`src/rtl/quad_step_decoder_if.sv`:
```
// Pin bundle for the quadrature step decoder: control/phase inputs, count and status outputs.
interface quad_step_decoder_if;
  logic       ena;
  logic [7:0] ui_in;
  logic [7:0] uio_in;
  logic [7:0] uo_out;
  logic [7:0] uio_out;
  logic [7:0] uio_oe;

  modport master (
    output ena,
    output ui_in,
    output uio_in,
    input  uo_out,
    input  uio_out,
    input  uio_oe
  );

  modport slave (
    input  ena,
    input  ui_in,
    input  uio_in,
    output uo_out,
    output uio_out,
    output uio_oe
  );
endinterface

```
`src/rtl/quad_step_decoder.sv`:
```
// Quadrature step decoder: synchronizes and debounces A/B, decodes Gray steps into a wrapping
// position count with direction, step pulse and a sticky illegal-transition flag.
module quad_step_decoder #(
  parameter int unsigned CNT_W   = 8,
  parameter int unsigned DEB_LEN = 3
) (
  input logic                clk,
  input logic                rst_n,
  quad_step_decoder_if.slave bus
);

  localparam logic [3:0] DebLen = 4'(DEB_LEN);

  logic [1:0]       ab_s1_q, ab_s2_q;   // {A,B}
  logic [1:0]       ctl_s1_q, ctl_s2_q; // {err_clr, clr}
  logic [1:0]       fill_q;
  logic [1:0]       cand_q;
  logic [3:0]       stab_q, stab_d;
  logic [1:0]       filt_q;
  logic             primed_q;
  logic [CNT_W-1:0] count_q, count_d;
  logic             dir_q, dir_d;
  logic             err_q, err_d;
  logic             step_q, step_d;

  logic             sync_valid;
  logic             accept;
  logic             is_up, is_dn, is_diag;
  logic             step_up, step_dn, illegal;
  logic             clr_s, err_clr_s;
  logic             unused_in;

  assign unused_in  = ^{bus.ena, bus.uio_in, bus.ui_in[7:4]};
  assign clr_s      = ctl_s2_q[0];
  assign err_clr_s  = ctl_s2_q[1];
  // The filter stays idle until the synchronizer holds real samples, so the reset-cleared
  // pipeline value can never be mistaken for the priming state.
  assign sync_valid = fill_q[1];

  always_comb begin
    stab_d = stab_q;
    if (sync_valid) begin
      if (ab_s2_q != cand_q) begin
        stab_d = 4'd1;
      end else if (stab_q < DebLen) begin
        stab_d = stab_q + 4'd1;
      end
    end
  end

  assign accept = sync_valid && (stab_d == DebLen);

  always_comb begin
    is_up   = 1'b0;
    is_dn   = 1'b0;
    is_diag = 1'b0;
    case ({filt_q, ab_s2_q})
      4'b0001, 4'b0111, 4'b1110, 4'b1000: is_up   = 1'b1;
      4'b0010, 4'b1011, 4'b1101, 4'b0100: is_dn   = 1'b1;
      4'b0011, 4'b1100, 4'b0110, 4'b1001: is_diag = 1'b1;
      default: ;
    endcase
  end

  assign step_up = accept && primed_q && is_up;
  assign step_dn = accept && primed_q && is_dn;
  assign illegal = accept && primed_q && is_diag;

  always_comb begin
    count_d = count_q;
    dir_d   = dir_q;
    err_d   = err_q;
    step_d  = 1'b0;
    if (step_up) begin
      count_d = count_q + 1'b1;
      dir_d   = 1'b1;
      step_d  = 1'b1;
    end else if (step_dn) begin
      count_d = count_q - 1'b1;
      dir_d   = 1'b0;
      step_d  = 1'b1;
    end
    // Clear discards the count change only; dir and step still reflect the step.
    if (clr_s) begin
      count_d = '0;
    end
    if (err_clr_s) begin
      err_d = 1'b0;
    end
    if (illegal) begin
      err_d = 1'b1;
    end
  end

  always_ff @(posedge clk or negedge rst_n) begin
    if (!rst_n) begin
      ab_s1_q  <= 2'b00;
      ab_s2_q  <= 2'b00;
      ctl_s1_q <= 2'b00;
      ctl_s2_q <= 2'b00;
      fill_q   <= 2'b00;
      cand_q   <= 2'b00;
      stab_q   <= 4'd0;
      filt_q   <= 2'b00;
      primed_q <= 1'b0;
      count_q  <= '0;
      dir_q    <= 1'b0;
      err_q    <= 1'b0;
      step_q   <= 1'b0;
    end else begin
      ab_s1_q  <= {bus.ui_in[0], bus.ui_in[1]};
      ab_s2_q  <= ab_s1_q;
      ctl_s1_q <= {bus.ui_in[3], bus.ui_in[2]};
      ctl_s2_q <= ctl_s1_q;
      fill_q   <= {fill_q[0], 1'b1};
      stab_q   <= stab_d;
      if (sync_valid) begin
        cand_q <= ab_s2_q;
      end
      if (accept) begin
        filt_q   <= ab_s2_q;
        primed_q <= 1'b1;
      end
      count_q  <= count_d;
      dir_q    <= dir_d;
      err_q    <= err_d;
      step_q   <= step_d;
    end
  end

  assign bus.uo_out  = 8'(count_q);
  assign bus.uio_out = {5'b00000, step_q, err_q, dir_q};
  assign bus.uio_oe  = 8'b00000111;

endmodule

```
`src/flat_wrapper.sv`:
```
// flat-port wrapper written by rule: the top's interface ports become plain ports
module quad_step_decoder_flat 
#(
  parameter int unsigned CNT_W   = 8,
  parameter int unsigned DEB_LEN = 3
)
  (clk, rst_n, bus_ena, bus_ui_in, bus_uio_in, bus_uo_out, bus_uio_out, bus_uio_oe);
  quad_step_decoder_if bus_i ();
  input logic clk;
  input logic rst_n;
  input wire logic [$bits(bus_i.ena)-1:0] bus_ena;
  input wire logic [$bits(bus_i.ui_in)-1:0] bus_ui_in;
  input wire logic [$bits(bus_i.uio_in)-1:0] bus_uio_in;
  output wire logic [$bits(bus_i.uo_out)-1:0] bus_uo_out;
  output wire logic [$bits(bus_i.uio_out)-1:0] bus_uio_out;
  output wire logic [$bits(bus_i.uio_oe)-1:0] bus_uio_oe;
  assign bus_i.ena = bus_ena;
  assign bus_i.ui_in = bus_ui_in;
  assign bus_i.uio_in = bus_uio_in;
  assign bus_uo_out = bus_i.uo_out;
  assign bus_uio_out = bus_i.uio_out;
  assign bus_uio_oe = bus_i.uio_oe;
  quad_step_decoder #(.CNT_W(CNT_W), .DEB_LEN(DEB_LEN)) u_core (.clk(clk), .rst_n(rst_n), .bus(bus_i));
endmodule
```
`config.mk`:
```
export PLATFORM = sky130hd
export DESIGN_NAME = quad_step_decoder_flat
export DESIGN_NICKNAME = d
export VERILOG_FILES = /design/src/rtl/quad_step_decoder_if.sv /design/src/rtl/quad_step_decoder.sv /design/src/flat_wrapper.sv
export SDC_FILE = /design/constraint.sdc
export NUM_CORES = 1
export LEC_CHECK = 0
export CAP_MARGIN = 25
export CORE_MARGIN = 5
export CORE_UTILIZATION = 52
export CTS_CLUSTER_DIAMETER = 120
export DETAILED_ROUTE_END_ITERATION = 16
export HOLD_SLACK_MARGIN = 0.15
export PLACE_DENSITY = 0.81
export SKIP_CTS_REPAIR_TIMING = 1
export SYNTH_ARGS = -nofsm -noshare
export SYNTH_HDL_FRONTEND = slang
export SYNTH_SLANG_ARGS = --single-unit
```
`constraint.sdc`:
```
create_clock -name clk -period 8.5 [get_ports clk]
set_clock_uncertainty 0.1 [all_clocks]
set_input_delay 2.55 -clock clk [delete_from_list [all_inputs] [get_ports clk]]
set_output_delay 2.55 -clock clk [all_outputs]
set_load 0.05 [all_outputs]
```
==> Yosys cells after proc, flatten, opt, wreduce, memory -nomap -nowiden <==
Index checks and enable logic that the tools add are counted.
{ "classes": {"addsub": 3, "n_mux": 15, "n_eq_ne": 14, "n_reduce_logical": 11, "order_cmp": 1} }
{ "op_table": {"columns": ["cell", "count"], "rows": [
  ["$eq 4x4->1 const B", 6],
  ["$mux 8", 3],
  ["$eq 4x2->1 const B", 3],
  ["$eq 4x3->1 const B", 3],
  ["$mux 4", 3],
  ["$reduce_or 4->1", 3],
  ["$mux 1", 9],
  ["$add 8x1->8 const B", 1],
  ["$sub 8x1->8 const B", 1],
  ["$logic_and 1x1->1", 5],
  ["$add 4x1->4 const B", 1],
  ["$eq 4x1->1 const B", 1],
  ["$lt 4x2->1 const B", 1],
  ["$reduce_bool 2->1", 2],
  ["$reduce_bool 3->1", 1],
  ["$ne 2x2->1", 1]
]} }
{ "totals": {"inputBits": 19, "word_cells": 57, "register_bits": 30} }

==> Longest topological paths before layout <==
Gate-level depths: netlist (run 1).
{ "logic_depth": {"depth_word": 11, "ltp_mapped": 11, "mapped_depth_nobuf": 11} }

==> Least setup slack after synthesis (run 1) <==
OpenSTA, ideal clock, no wires.
{ "synth_timing": {"path_kind": "register -> register", "from": "reg u_core.stab_q[0]", "to": "reg u_core.count_q[7], in the netlist u_core.bus.uo_out[7]", "path_slack_ps": 5181, "n_path_buf": 0, "stages_incl_launch_ff": 11, "arrival_ps": 3092, "t_required_ps": 8274, "setup_time_ps": 126, "path_cell_list": "dfrtp_1 -> ha_1 -> or4b_4 -> a21oi_4 -> nand3_1 -> ha_1 -> or3_1 -> a21o_1 -> a21o_1 -> a211o_1 -> a311o_1"} }
{ "synth_between": {"elab_chain_cells": 10, "elab_cells_between_ends": 13} }
{ "synth_rtl": {"columns": ["element", "line", "source"], "rows": [
  ["from (decl)", "quad_step_decoder.sv:18", "logic [3:0] stab_q, stab_d;"],
  ["from (signal assigned)", "quad_step_decoder.sv:116", "stab_q <= stab_d;"],
  ["$add 4x1->4 or $lt 4x2->1 (tied branches)", "quad_step_decoder.sv:46, quad_step_decoder.sv:45", null],
  ["$mux 4", "quad_step_decoder.sv:45", "end else if (stab_q < DebLen) begin"],
  ["$mux 4", "quad_step_decoder.sv:43", "if (ab_s2_q != cand_q) begin"],
  ["$mux 4 (*)", "quad_step_decoder.sv:42", "if (sync_valid) begin"],
  ["$eq 4x2->1 (*)", "quad_step_decoder.sv:51", "assign accept = sync_valid && (stab_d == DebLen);"],
  ["$logic_and 1x1->1 (*)", "quad_step_decoder.sv:51", null],
  ["$logic_and 1x1->1 (*)", "quad_step_decoder.sv:65, quad_step_decoder.sv:66", null],
  ["$logic_and 1x1->1", "quad_step_decoder.sv:65", "assign step_up = accept && primed_q && is_up;"],
  ["$mux 8", "quad_step_decoder.sv:74", "if (step_up) begin"],
  ["$mux 8", "quad_step_decoder.sv:84", "if (clr_s) begin"],
  ["to (signal assigned)", "quad_step_decoder.sv:124", "count_q <= count_d;"],
  ["to (decl)", "quad_step_decoder.sv:21", "logic [CNT_W-1:0] count_q, count_d;"]
]} }
Mark *: on every way between the ends. The rest lies on a longest branch, timed or not.
A chain may end at the register's enable or synchronous reset.

==> Worst setup path in the final report (run 1) <==
{ "layout_timing": {"from": "reg u_core.count_q[0], in the netlist u_core.bus.uo_out[0]", "to": "out bus_uo_out[0]"} }
{ "layout_lines": {"columns": ["element", "line", "source"], "rows": [
  ["to (decl)", "flat_wrapper.sv:14", "output wire logic [$bits(bus_i.uo_out)-1:0] bus_uo_out;"]
]} }
No word-level cell between the ends.

==> results.txt, run 1 <==
Status - finished, final reports clean
Share of flip-flops with an asynchronous set or reset - 100%
Layout cells sized above 1 - 11.8%
Critical-path top delay cell - clkdlybuf4s50_1
Initial detailed-routing violation count - 72
EDFF count, synth - 0
Netlist cell types - 46
TritonCTS clock tree - yes
Die area - 4510 µm²
Post-DP Area - 1830 µm²
Synth Instances - 159
Post-route minimum period - 4240 ps
Area of the mapped netlist - 1700 µm²
Die W - 67.2 µm
HP Class - register to register
Worst Path Required - 5850 ps
Final Cycle Share - 49.9%
Starting density of the core - 54.8%
Clk sink count - 30
CP Data Arrival Time - 1590 ps
Final setup fails - 0
Worst-Margin Slew - 492 ps
RSZ-0062 raised after global routing - false
First-pass GRT wire length - 5270 µm
Mapped Avg Cell Area - 10.7 µm²
WS Path Type - register to primary output
# DRC - 0
Clk root buf - clkbuf_4
All-layer global routing usage - 15.6%
Max-cap viol count - 0
Worst skew pair latency - 310 ps
# nets final - 204
Bufs on Longest Clock Path - 2
Setup TNS - 0 ps
Leakage Power - 0.866 nW
Endpoints failing hold - 0
Most frequent cells in the layout - dfrtp_1 (30), clkdlybuf4s50_1 (16), conb_1 (14), nor2_1 (11), nand2_1 (8)
FMAX - 236 MHz
Yosys warns - 0
Vias per inst - 5.27
Pwr dens - 275 nW/µm²
GR Overflow Total - 0
Vias - 1170
RePlAce Congestion - 0.823
Startpoint types - register
Initial antenna violation count - 0
Max IR drop VDD - 155 µV
Pre-antenna DRT Iters - 4
Core Rows - 20
Delay of the slowest critical-path stage - 840 ps
Max Transition Viols Final - 0
# IOs - 43
N_diodes - 0
Core Footprint - 3100 µm²
Routed Wire Length - 3010 µm
Number of global-route vias before repair - 1248
Synth-to-Final Area Change - 11.3%
Clock Pin Slew Worst Setup and Hold Paths - 90 ps
CP Buf/Inv Count - 1
Dpl hpwl - 2270 µm
Most frequent standard cell in the layout excluding fill and tap cells - dfrtp_1
Max_slew headroom - 66.3%
Worst-path fanout max - 5
Pin count of the biggest net entering global routing - 31
Post-synthesis register bit count - 30
Critical path's top delay family - buffers and inverters
Fin area - 1890 µm²
TritonCTS buffer count - 5
Drt wl/cell - 13.5 µm
DIE HEIGHT - 67.2 µm
H-tree depth - 2
Routed Antenna Nets - 0
CP endpoint kind - primary output
Cell Chain, Critical Path - clkdlybuf4s50_1
Leading register cell type out of synthesis - dfrtp_1
Seq/Total Area, Yosys - 44.2%
PortBufs - 16
==> cell type report <==
class | instances | area, µm²
Clock buffer | 7 | 55.1
Timing Repair Buffer | 17 | 168
Sequential cell | 30 | 751
Multi-Input combinational cell | 116 | 833
Clock inverter | 1 | 5.00
Inverter | 7 | 26.3
Tap cell | 44 | 55.1
Fill cell | 261 | 1210
==> cells by family (layout without fill, tap and decap cells) <==
kind of cell               after synthesis  in the layout  share of synthesized area [%]
AOI/OAI and AO/OA                       28             28                           13.0
xor gates and xnor gates                10             10                           5.15
adders and majority gates                8              8                           6.33
buffers and inverters                   25             32                           9.49
DFF                                     30             30                           44.2
muxes                                   10             10                           6.25
other                                    2             14                          0.442
and+or+nand+nor                         46             46                           15.2
==> path summary, 6_finish.rpt <==
| kind | from | depth (start not counted) | end | slack, ps |
|---|---|---|---|---|
| min | u_core.fill_q[0]$_DFF_PN0_ | 0 | u_core.fill_q[1]$_DFF_PN0_ | 250 |
| max reg2reg | u_core.stab_q[0]$_DFF_PN0_ | 10 | u_core.bus.uo_out[7]$_DFFE_PN0P_ | 4830 |
| min reg2reg | u_core.fill_q[0]$_DFF_PN0_ | 0 | u_core.fill_q[1]$_DFF_PN0_ | 250 |
| max | u_core.bus.uo_out[0]$_DFFE_PN0P_ | 1 | bus_uo_out[0] | 4260 |
| max in group asynchronous | rst_n | 2 | u_core.fill_q[0]$_DFF_PN0_ | 5510 |
| min in group asynchronous | rst_n | 2 | u_core.ctl_s2_q[0]$_DFF_PN0_ | 2520 |
==> through the flow <==
stage | hold slack [ps] | setup slack [ps] | total power [mW] | cells | util, %
after floorplan | 231 | 5180 | 0.389 | 171 | -
after global placement | 233 | 4610 | 0.422 | 214 | 59.1
after detailed placement | 236 | 4590 | 0.437 | 214 | 59.1
after CTS | 254 | 4230 | 0.524 | 222 | 61.0
after global routing | 261 | 4180 | 0.557 | 222 | 61.0
final | 252 | 4260 | 0.520 | 222 | 61.0
==> power breakdown <==
group	switching, mW	leakage (nW)	total, mW	internal (mW)
Combinational	0.143	0.458	0.248	0.104
Clock	0.0450	0.0353	0.0850	0.0400
Sequential	0.0218	0.373	0.187	0.166
Total	0.210	0.866	0.520	0.310
==> flip-flops by register name, summed over array words and instances, names as in the netlist <==
name               flops
u_core.ab_s1_q         2
u_core.ab_s2_q         2
u_core.bus.uo_out      8
u_core.cand_q          2
u_core.ctl_s1_q        2
u_core.ctl_s2_q        2
u_core.dir_q           1
u_core.err_q           1
u_core.fill_q          2
u_core.filt_q          2
u_core.primed_q        1
u_core.stab_q          4
u_core.step_q          1
==> routing by layer <==
| layer | share of wire [%] | GRT usage [%] | up-vias |
|---|---|---|---|
| met5 | 0 | 0 | - |
| met4 | 1.2 | 6.33 | 0 |
| met3 | 5.9 | 4.33 | 5 |
| met2 | 54 | 30.1 | 33 |
| met1 | 38 | 15.4 | 571 |
| li1 | - | - | 561 |
==> cell usage after synthesis, types with 2 or more instances <==
| cell type | n | area, µm² |
|---|---|---|
| nor3b_1 | 2 | 15.0 |
| and3_1 | 2 | 12.5 |
| inv_1 | 7 | 26.3 |
| dfrtp_1 | 30 | 751 |
| o21a_1 | 2 | 15.0 |
| mux2_2 | 5 | 56.3 |
| a21o_1 | 3 | 22.5 |
| buf_4 | 16 | 120 |
| conb_1 | 2 | 7.51 |
| xnor2_1 | 6 | 52.6 |
| and2_1 | 3 | 18.8 |
| a211o_1 | 2 | 17.5 |
| nor2_1 | 11 | 41.3 |
| nor3_1 | 4 | 20.0 |
| nor2b_1 | 4 | 25.0 |
| a2111oi_0 | 2 | 17.5 |
| ha_1 | 7 | 87.6 |
| xor2_1 | 4 | 35.0 |
| o21ai_0 | 3 | 15.0 |
| nand2b_1 | 4 | 25.0 |
| a21oi_1 | 4 | 20.0 |
| nand2_1 | 8 | 30.0 |
| mux2i_1 | 5 | 50.1 |
(Power assumes the default switching activity.)
==> inputs of run 2 (changes only) <==
--- a/config.mk
+++ b/config.mk
@@ -7,11 +7,11 @@
 export LEC_CHECK = 0
 export CAP_MARGIN = 25
 export CORE_MARGIN = 5
-export CORE_UTILIZATION = 52
+export CORE_UTILIZATION = 44
 export CTS_CLUSTER_DIAMETER = 120
 export DETAILED_ROUTE_END_ITERATION = 16
 export HOLD_SLACK_MARGIN = 0.15
-export PLACE_DENSITY = 0.81
+export PLACE_DENSITY = 0.73
 export SKIP_CTS_REPAIR_TIMING = 1
 export SYNTH_ARGS = -nofsm -noshare
 export SYNTH_HDL_FRONTEND = slang
==> constraint.sdc (replaced) <==
create_clock -name clk -period 3.5 [get_ports clk]
set_clock_uncertainty 0.1 [all_clocks]
set_input_delay 1.05 -clock clk [delete_from_list [all_inputs] [get_ports clk]]
set_output_delay 1.05 -clock clk [all_outputs]
set_load 0.05 [all_outputs]
==> results.txt, run 2 (synthesis gave the netlist of run 1 again) <==
Max IR drop VDD - 351 µV
Sequential fraction of design power - 32.3%
Synth-to-Final Area Change - 19.2%
Layout cells sized above 1 - 18.1%
# nets final - 214
Switch share - 38.9%
P_int - 0.853 mW
Startpoint types - register
Placed cells - 228
PortBufs - 16
Pwr dens - 688 nW/µm²
Routed Wire Length - 3100 µm
Max FFs per register - 8
Die area - 5210 µm²
Post-DP Area - 1910 µm²
Setup TNS - 0 ps
Worst Path Required - 3560 ps
Worst-Margin Slew - 499 ps
Routed Antenna Nets - 0
RePlAce Congestion - 0.734
Clk root buf - clkbuf_8
Starting density of the core - 45.8%
Bufs on Longest Clock Path - 2
Combinational power share - 47.3%
First-pass GRT wire length - 4920 µm
Fin area - 2030 µm²
Reg2reg setup slack - 160 ps
# IOs - 43
Core Footprint - 3720 µm²
Status - finished, final reports clean
Pin count of the biggest net entering global routing - 31
Endpoints failing hold - 0
Most frequent cells in the layout - dfrtp_1 (30), clkdlybuf4s50_1 (16), conb_1 (14), nor2_1 (11), buf_4 (11)
H-tree depth - 2
Leakage Power - 0.930 nW
Clock Pin Slew Worst Setup and Hold Paths - 60 ps
Clock power share - 20.4%
Vias per inst - 5.07
Final Cycle Share - 95.4%
GR Overflow Total - 0
WS Path Type - register to register
Power consumption - 1.40 mW
Clk sink count - 30
Cell Chain, Critical Path - ha_1, or4b_4, a21oi_4, nand3_4, ha_1, a211o_1, a21o_1, a21o_1, a211o_1, a311o_1
# DRC - 0
Worst-path fanout max - 7
All-layer global routing usage - 12.3%
FILL cells - 341
Seq. cell area - 751 µm²
HP Class - register to register
Critical-path top delay cell - or4b_4
Core Rows - 22
DIE HEIGHT - 72.2 µm
Initial antenna violation count - 0
Worst skew pair latency - 280 ps
FMAX - 300 MHz
Max_slew headroom - 66.3%
CP endpoint kind - register
Post-route minimum period - 3340 ps
Die W - 72.2 µm
Initial detailed-routing violation count - 39
Drt wl/cell - 13.1 µm
TritonCTS clock tree - yes
NetSw - 0.542 mW
Pre-antenna DRT Iters - 4
Max Transition Viols Final - 0
Dpl hpwl - 2330 µm
Final setup fails - 0
Delay of the slowest critical-path stage - 480 ps
Most frequent standard cell in the layout excluding fill and tap cells - dfrtp_1
Max-cap viol count - 0
Final std cells w/o fill - 236
Number of global-route vias before repair - 1140
CP Data Arrival Time - 3400 ps
N_diodes - 0
TritonCTS buffer count - 5
Footprint of the multi-input gates - 852 µm²
Vias - 1196
## run 2: power groups by stage
stage	Combinational (mW)	Clock [mW]	Sequential [mW]
floorplan	0.441	0	0.503
global placement	0.616	0	0.454
detailed placement	0.642	0	0.458
CTS	0.645	0.295	0.452
global route	0.723	0.315	0.459
finish	0.659	0.284	0.451
## run 2: worst max-delay path: cells and delay by family, from the launching register on
family	cells	cell delay, ps
AND/OR/NAND/NOR	2	630
adder cells (fa/ha/maj)	2	610
flip-flops	1	390
AO/OA/AOI/OAI	6	1480
## run 2: worst paths after layout
path	depth (start not counted)	start	to
worst min register to register	0	u_core.ab_s1_q[0]$_DFF_PN0_	u_core.ab_s2_q[0]$_DFF_PN0_
worst max-delay path	10	u_core.stab_q[1]$_DFF_PN0_	u_core.bus.uo_out[7]$_DFFE_PN0P_
min in group asynchronous	2	rst_n	u_core.stab_q[0]$_DFF_PN0_
max in group asynchronous	2	rst_n	u_core.bus.uo_out[5]$_DFFE_PN0P_
worst min-delay path	0	u_core.ab_s1_q[0]$_DFF_PN0_	u_core.ab_s2_q[0]$_DFF_PN0_
worst max register to register	10	u_core.stab_q[1]$_DFF_PN0_	u_core.bus.uo_out[7]$_DFFE_PN0P_
## run 2: area by class of cell
class / count / share of cell area [%]
Clock buffer: 6 / 4.07
Clock inverter: 2 / 0.617
Inverter: 7 / 1.30
Multi-Input combinational cell: 116 / 42.0
Sequential cell: 30 / 37.0
Tap cell: 48 / 2.96
Timing Repair Buffer: 27 / 12.0
## run 2: per-layer routing
layer  track usage, %  part of all wire, %  vias up
met5                0                    0        -
met4             7.10                  1.3        0
met3             3.60                  6.4        6
met2             21.1                   53       36
met1             13.3                   39      572
li1                 -                    -      582
## run 2: per-stage QoR
| step | hold WS (ps) | setup slack [ps] | utilization, % |
|---|---|---|---|
| global route | 254 | -17.6 | 54.5 |
| detailed placement | 235 | -1.71 | 51.5 |
| global placement | 232 | 68.5 | 51.5 |
| finish | 249 | 162 | 54.5 |
| floorplan | 231 | 181 | - |
| CTS | 250 | -45.2 | 54.0 |
